File: src/rtl/mips_multicycle.sv
// Multicycle MIPS subset core. One shared instruction/data memory port with a
// req/ready handshake. Every instruction walks FETCH/DECODE/EXEC[/MEM][/WB];
// the memory request and retire/flag outputs are decoded from the state
// register and registered datapath values, gated off while rst is high.
module mips_multicycle #(
    parameter logic [31:0] RESET_PC = 32'h0000_0000,
    parameter int          ADDR_W   = 32
) (
    input  logic              clk,
    input  logic              rst,
    output logic              mem_req,
    output logic              mem_we,
    output logic [ADDR_W-1:0] mem_addr,
    output logic [31:0]       mem_wdata,
    output logic [3:0]        mem_be,
    input  logic [31:0]       mem_rdata,
    input  logic              mem_ready,
    output logic              retire,
    output logic [31:0]       retire_pc,
    output logic              illegal,
    output logic              misaligned
);

    localparam logic [5:0] OP_RTYPE = 6'h00;
    localparam logic [5:0] OP_J     = 6'h02;
    localparam logic [5:0] OP_JAL   = 6'h03;
    localparam logic [5:0] OP_BEQ   = 6'h04;
    localparam logic [5:0] OP_BNE   = 6'h05;
    localparam logic [5:0] OP_ADDIU = 6'h09;
    localparam logic [5:0] OP_ORI   = 6'h0D;
    localparam logic [5:0] OP_LUI   = 6'h0F;
    localparam logic [5:0] OP_LW    = 6'h23;
    localparam logic [5:0] OP_SW    = 6'h2B;

    localparam logic [5:0] FN_ADDU  = 6'h21;
    localparam logic [5:0] FN_SUBU  = 6'h23;
    localparam logic [5:0] FN_AND   = 6'h24;
    localparam logic [5:0] FN_OR    = 6'h25;
    localparam logic [5:0] FN_SLT   = 6'h2A;

    typedef enum logic [2:0] {
        S_FETCH  = 3'd0,
        S_DECODE = 3'd1,
        S_EXEC   = 3'd2,
        S_MEM    = 3'd3,
        S_WB     = 3'd4
    } state_t;

    state_t      r_state;
    logic [31:0] r_pc;
    logic [31:0] r_ipc;
    logic [31:0] r_ir;
    logic [31:0] r_a;
    logic [31:0] r_b;
    logic [31:0] r_t;
    logic [31:0] r_res;
    logic [31:0] r_mdr;
    logic [4:0]  r_dest;
    logic [31:0] r_rf [32];

    // Instruction fields, all taken from the latched instruction register.
    logic [5:0]  w_op;
    logic [4:0]  w_rs;
    logic [4:0]  w_rt;
    logic [4:0]  w_rd;
    logic [5:0]  w_funct;
    logic [31:0] w_sext;
    logic [31:0] w_zext;
    logic [31:0] w_btarget;
    logic [31:0] w_jtarget;
    logic [31:0] w_mem_sum;
    logic        w_misal;
    logic        w_is_lw;
    logic        w_is_sw;
    logic [31:0] w_rs_val;
    logic [31:0] w_rt_val;
    logic [31:0] w_addr_full;

    assign w_op      = r_ir[31:26];
    assign w_rs      = r_ir[25:21];
    assign w_rt      = r_ir[20:16];
    assign w_rd      = r_ir[15:11];
    assign w_funct   = r_ir[5:0];
    assign w_sext    = {{16{r_ir[15]}}, r_ir[15:0]};
    assign w_zext    = {16'h0000, r_ir[15:0]};
    // r_pc already points at the following instruction when these are used.
    assign w_btarget = r_pc + {w_sext[29:0], 2'b00};
    assign w_jtarget = {r_pc[31:28], r_ir[25:0], 2'b00};
    assign w_mem_sum = r_a + w_sext;
    assign w_is_lw   = (w_op == OP_LW);
    assign w_is_sw   = (w_op == OP_SW);
    // r0 is never written, but the read is forced to zero regardless.
    assign w_rs_val  = (w_rs == 5'd0) ? 32'h0000_0000 : r_rf[w_rs];
    assign w_rt_val  = (w_rt == 5'd0) ? 32'h0000_0000 : r_rf[w_rt];

    logic [31:0] w_res;
    logic [4:0]  w_dest;
    logic        w_to_wb;
    logic        w_is_mem;
    logic        w_take;
    logic        w_is_jump;
    logic        w_is_jal;
    logic        w_ill;
    logic        w_exec_retire;

    // EXEC decode: ALU result, destination and next-step classification.
    always_comb begin
        w_res     = 32'h0000_0000;
        w_dest    = 5'd0;
        w_to_wb   = 1'b0;
        w_is_mem  = 1'b0;
        w_take    = 1'b0;
        w_is_jump = 1'b0;
        w_is_jal  = 1'b0;
        w_ill     = 1'b0;
        case (w_op)
            OP_RTYPE: begin
                w_dest  = w_rd;
                w_to_wb = 1'b1;
                case (w_funct)
                    FN_ADDU: w_res = r_a + r_b;
                    FN_SUBU: w_res = r_a - r_b;
                    FN_AND:  w_res = r_a & r_b;
                    FN_OR:   w_res = r_a | r_b;
                    FN_SLT:  w_res = ($signed(r_a) < $signed(r_b)) ? 32'h0000_0001 : 32'h0000_0000;
                    default: begin
                        w_to_wb = 1'b0;
                        w_ill   = 1'b1;
                    end
                endcase
            end
            OP_ADDIU: begin
                w_res   = r_a + w_sext;
                w_dest  = w_rt;
                w_to_wb = 1'b1;
            end
            OP_ORI: begin
                w_res   = r_a | w_zext;
                w_dest  = w_rt;
                w_to_wb = 1'b1;
            end
            OP_LUI: begin
                w_res   = {r_ir[15:0], 16'h0000};
                w_dest  = w_rt;
                w_to_wb = 1'b1;
            end
            OP_LW, OP_SW: begin
                w_res    = w_mem_sum;
                w_dest   = w_rt;
                w_is_mem = 1'b1;
            end
            OP_BEQ:  w_take = (r_a == r_b);
            OP_BNE:  w_take = (r_a != r_b);
            OP_J:    w_is_jump = 1'b1;
            OP_JAL: begin
                w_is_jump = 1'b1;
                w_is_jal  = 1'b1;
            end
            default: w_ill = 1'b1;
        endcase
    end

    assign w_misal       = w_is_mem && (w_mem_sum[1:0] != 2'b00);
    // Everything that neither writes back nor reaches memory finishes in EXEC.
    assign w_exec_retire = !(w_to_wb || (w_is_mem && !w_misal));
    assign w_addr_full   = (r_state == S_MEM) ? r_res : r_pc;

    assign mem_req    = !rst && ((r_state == S_FETCH) || (r_state == S_MEM));
    assign mem_we     = !rst && (r_state == S_MEM) && w_is_sw;
    assign mem_addr   = rst ? {ADDR_W{1'b0}} : w_addr_full[ADDR_W-1:0];
    assign mem_wdata  = r_b;
    assign mem_be     = 4'hF;
    assign retire     = !rst && (((r_state == S_EXEC) && w_exec_retire) ||
                                 ((r_state == S_MEM) && w_is_sw && mem_ready) ||
                                 (r_state == S_WB));
    assign retire_pc  = r_ipc;
    assign illegal    = !rst && (r_state == S_EXEC) && w_ill;
    assign misaligned = !rst && (r_state == S_EXEC) && w_misal;

    // Control FSM together with the datapath registers and register file.
    always_ff @(posedge clk) begin
        if (rst) begin
            r_state <= S_FETCH;
            r_pc    <= RESET_PC;
            r_ipc   <= 32'h0000_0000;
            r_ir    <= 32'h0000_0000;
            r_a     <= 32'h0000_0000;
            r_b     <= 32'h0000_0000;
            r_t     <= 32'h0000_0000;
            r_res   <= 32'h0000_0000;
            r_mdr   <= 32'h0000_0000;
            r_dest  <= 5'd0;
            for (int i = 0; i < 32; i++) begin
                r_rf[i] <= 32'h0000_0000;
            end
        end else begin
            case (r_state)
                S_FETCH: begin
                    if (mem_ready) begin
                        r_ir    <= mem_rdata;
                        r_ipc   <= r_pc;
                        r_pc    <= r_pc + 32'd4;
                        r_state <= S_DECODE;
                    end
                end
                S_DECODE: begin
                    r_a     <= w_rs_val;
                    r_b     <= w_rt_val;
                    r_t     <= w_btarget;
                    r_state <= S_EXEC;
                end
                S_EXEC: begin
                    r_res  <= w_res;
                    r_dest <= w_dest;
                    if (w_take) begin
                        r_pc <= r_t;
                    end else if (w_is_jump) begin
                        r_pc <= w_jtarget;
                    end
                    if (w_is_jal) begin
                        r_rf[31] <= r_pc;
                    end
                    if (w_to_wb) begin
                        r_state <= S_WB;
                    end else if (w_is_mem && !w_misal) begin
                        r_state <= S_MEM;
                    end else begin
                        r_state <= S_FETCH;
                    end
                end
                S_MEM: begin
                    if (mem_ready) begin
                        if (w_is_sw) begin
                            r_state <= S_FETCH;
                        end else begin
                            r_mdr   <= mem_rdata;
                            r_state <= S_WB;
                        end
                    end
                end
                S_WB: begin
                    if (r_dest != 5'd0) begin
                        r_rf[r_dest] <= w_is_lw ? r_mdr : r_res;
                    end
                    r_state <= S_FETCH;
                end
                default: r_state <= S_FETCH;
            endcase
        end
    end

endmodule
File: config.mk
export PLATFORM = sky130hd
export DESIGN_NAME = mips_multicycle
export DESIGN_NICKNAME = d
export VERILOG_FILES = /design/src/rtl/mips_multicycle.sv
export SDC_FILE = /design/constraint.sdc
export NUM_CORES = 2
export LEC_CHECK = 0
export BUFFER_PORTS_ARGS = -buffer_cell sky130_fd_sc_hd__buf_2
export CORE_ASPECT_RATIO = 0.9
export CORE_MARGIN = 8
export CORE_UTILIZATION = 55
export DETAILED_ROUTE_END_ITERATION = 10
export PLACE_DENSITY_LB_ADDON = 0.15
export SYNTH_ARGS = -nofsm -noshare
export SYNTH_HDL_FRONTEND = slang
export SYNTH_SLANG_ARGS = --single-unit
export TNS_END_PERCENT = 50
File: constraint.sdc
create_clock -name clk -period 4.18 [get_ports clk]
set_input_delay 0.627 -clock clk [delete_from_list [all_inputs] [get_ports clk]]
set_output_delay 0.627 -clock clk [all_outputs]
set_load 0.02 [all_outputs]
==> results_dict.tcl <==
set metrics [dict create \
    slew_viol_final 0 \
    num_vias 53810 \
    grt_max_degree 70 \
    powerDensity_nw_per_um2 387 \
    hold_path_depth 3 \
    placedCellCount 7545 \
    place_congestion 1.02 \
    post-route-util_pct 61.9 \
    fmax_mhz 249 \
    synth_top_cell_by_area "edfxtp_1" \
    cpMostUsedCell "o21ai_0" \
    setup_viol 0 \
    yosys.area_share.simple_pct 11.7 \
    first_global_vias 51696 \
    worstHoldPathType "in2reg" \
    boundaryPins 140 \
    cp.required_ns 4.86 \
    dieWidth_um 395 \
    synth_top_area_share_pct 43.2 \
    cts_max_level 4 \
    p_leak_nw 26.7 \
    ys_seq_area_share_pct 50.9 \
    path_cells "inv_1 > ha_1 > a21oi_1 > o21ai_0 > a211oi_1 > buf_4 > a21oi_2 > nor2_1 > nor3_1 > o21ai_0 > o21ai_0 > xnor2_1 > nand2_1 > a211oi_1" \
    status "complete, no violations" \
    cts_buffers 140 \
    r2r_cells 14 \
    synth-xor-area-share_pct 0.898 \
    holdWs_ns 0.113 \
    drv_cap 0 \
    die_h_um 357 \
    synth_most_common_cell "nor2_1" \
    fin_crit_ns 4.01 \
    crit_path_max_incr_delay_ns 0.65 \
    final_layout_size_suffix_gt1_share_pct 22.9 \
    hpwl_mm 172 \
    relSlewSlack_pct 25.4 \
    fillers 9996 \
    cts_tree "done" \
    gr-total-overflow 0 \
    synth_edf_count 1024 \
    syn_inst 5907 \
    timing.final.crit_share_pct 95.9 \
    synth_common_cells "nor2_1, edfxtp_1, mux4_2" \
    finClkSkew_ns 0.0255 \
    die_area_um2 141000 \
    drtPass1Iterations 6 \
    wl_mm 259 \
    drc 0 \
    drt_iter0_markers 8361 \
    fp.coreArea_um2 129000 \
    crit_fanout 5 \
    place_ws_ns 0.110 \
    antenna_found_initial 10 \
    post_drt_via_cell_ratio 6.90 \
    worstSkewPairLatency_ns 0.78 \
    cp.arrival_ns 4.69 \
    netlist_area_um2 71200 \
    start_util_pct 55.3 \
    synth_mux_area_share_pct 22.0 \
    async_reset_ff_share_pct 0 \
    crit_type "reg2reg" \
    setup_ws_ns 0.170 \
    rows 125 \
    worstMarginPinSlew_ns 1.12 \
    met3_length_mm 34.6 \
    cts_setup_buffers 0 \
    irDropWorstVdd_mv 0.352 \
    ys_types 89 \
    multi_input_area_um2 33200 \
    top_layer_used "met5" \
    ys.warnings.count 0 \
    cts-root-buf "clkbuf_16" \
    clk_path_buf_depth 3 \
    grt_pass1_wl_mm 369 \
    path_clk_slew_ns 0.06 \
    synth-main-ff-cell "edfxtp_1" \
    synth_seq_cells 1298 \
    stdcell_count 7796 \
    avgRoutedWirePerCell_um 33.3 \
    critPathLaunchType "register" \
    synth.top_cells.by_area "edfxtp_1, mux4_2, dfxtp_1" \
    track_usage_pct 36.1 \
    cpMaxStageDelayCell "dfxtp_1" \
    wl_met2_mm 112 \
    syn_avg_cell_area_um2 12.1 \
    wl_met1_mm 99.1 \
    layout-area-overhead-vs-synth_pct 12.0 \
    tns_ns 0 \
    critPathCaptureType "register" \
    port_buffers 135 \
    clock-sinks 1298 \
    register_area_um2 36300 \
    antenna_left 0 \
    fin_nets 6194 \
    final-hold-violation-count 0 \
    rsz0062_at_grt "false" \
    synth_top_family_by_area "multiplexers" \
    synthAdderAreaFrac_pct 3.31 \
    synth_compound_area_share_pct 7.58 \
]
==> routing by layer <==
metal  up-vias  GRT usage, %
met5         -             0
li1      22086             -
met1     27163          50.9
met3       586          9.65
met4         2          16.8
met2      3973          52.4
==> power by group <==
group	switching, mW	leakage [nW]	total (mW)	internal, mW
clock	5.27	2.11	12.0	6.76
combinational	2.46	11.8	4.14	1.68
sequential	0.353	12.8	14.7	14.3
total	8.08	26.7	30.8	22.8
==> area by class of cell <==
| type | instances | area share (%) |
|---|---|---|
| Sequential cell | 1298 | 45.5 |
| Clock buffer | 189 | 4.83 |
| Inverter | 119 | 0.565 |
| Antenna cell | 4 | 0.0126 |
| Multi-Input combinational cell | 3995 | 41.6 |
| Tap cell | 1714 | 2.69 |
| Clock inverter | 58 | 0.559 |
| Timing Repair Buffer | 419 | 4.21 |
==> registers in the layout (all words and copies together), names as in the netlist, 32 cells and up, named ones only <==
signal / cells
r_res: 32
r_pc: 32
mem_wdata: 32
r_t: 32
r_a: 32
retire_pc: 32
r_ir: 32
r_mdr: 32
r_rf: 1024
==> kinds of logic after synthesis <==
| logic type | Yosys count |
|---|---|
| adders and majority gates | 186 |
| xor gates and xnor gates | 73 |
| muxes | 766 |
| and+or+nand+nor | 2052 |
| AOI/OAI and AO/OA | 882 |
| DFF | 1298 |
| buffers and inverters | 648 |
| other | 2 |
==> metrics by stage <==
step           power [mW]  area [um2]
2_1_floorplan        17.4       71300
3_3_place_gp         18.9       75400
3_5_place_dp         19.0       75400
4_1_cts              30.8       79700
5_1_grt              31.6       79700
6_report             30.8       79700
==> critical path: cells and delay by family (launching register included) <==
kind,cells,cell delay (ns)
compound gates,7,1.51
xor+xnor,1,0.17
fa+ha+maj,1,0.44
buf+inv,2,0.49
flops,1,0.65
simple gates,3,0.63
==> final timing paths <==
check	startpoint	endpoint	slack [ns]
max	r_ir[6]$_SDFFE_PP0P_	r_res[31]$_SDFFE_PP0P_	0.17
min	mem_rdata[7]	r_ir[7]$_SDFFE_PP0P_	0.11
max reg2reg	r_ir[6]$_SDFFE_PP0P_	r_res[31]$_SDFFE_PP0P_	0.17
min reg2reg	retire_pc[0]$_SDFFE_PP0P_	retire_pc[0]$_SDFFE_PP0P_	0.45
==> what timing repair did <==
| item | 4_1_cts | 5_1_grt |
|---|---|---|
| resized for setup | 1 | 5 |
| pin swaps | 0 | 0 |
| endpoints found under the setup margin | 1 | 2 |
| hold buffers | 0 | 0 |
| hold endpoints to repair | 0 | 0 |
==> cells in the final DEF, fill, tap and decap left out, types with 43 or more instances in the layout <==
cell / synthesis / routed
buf_2: 20 / 134
buf_4: 9 / 241
ha_1: 182 / 182
a21oi_1: 396 / 395
mux2i_1: 125 / 93
nand3_1: 54 / 54
edfxtp_1: 1024 / 1024
dfxtp_1: 274 / 263
inv_1: 116 / 116
buf_12: 0 / 43
mux4_2: 640 / 640
nor2_1: 1256 / 1254
xnor2_1: 53 / 53
o21ai_0: 145 / 145
a21o_1: 52 / 52
clkbuf_16: 0 / 144
nand2_1: 521 / 499
nor3_1: 45 / 43
Note: power is estimated with default switching activity, not from simulation.
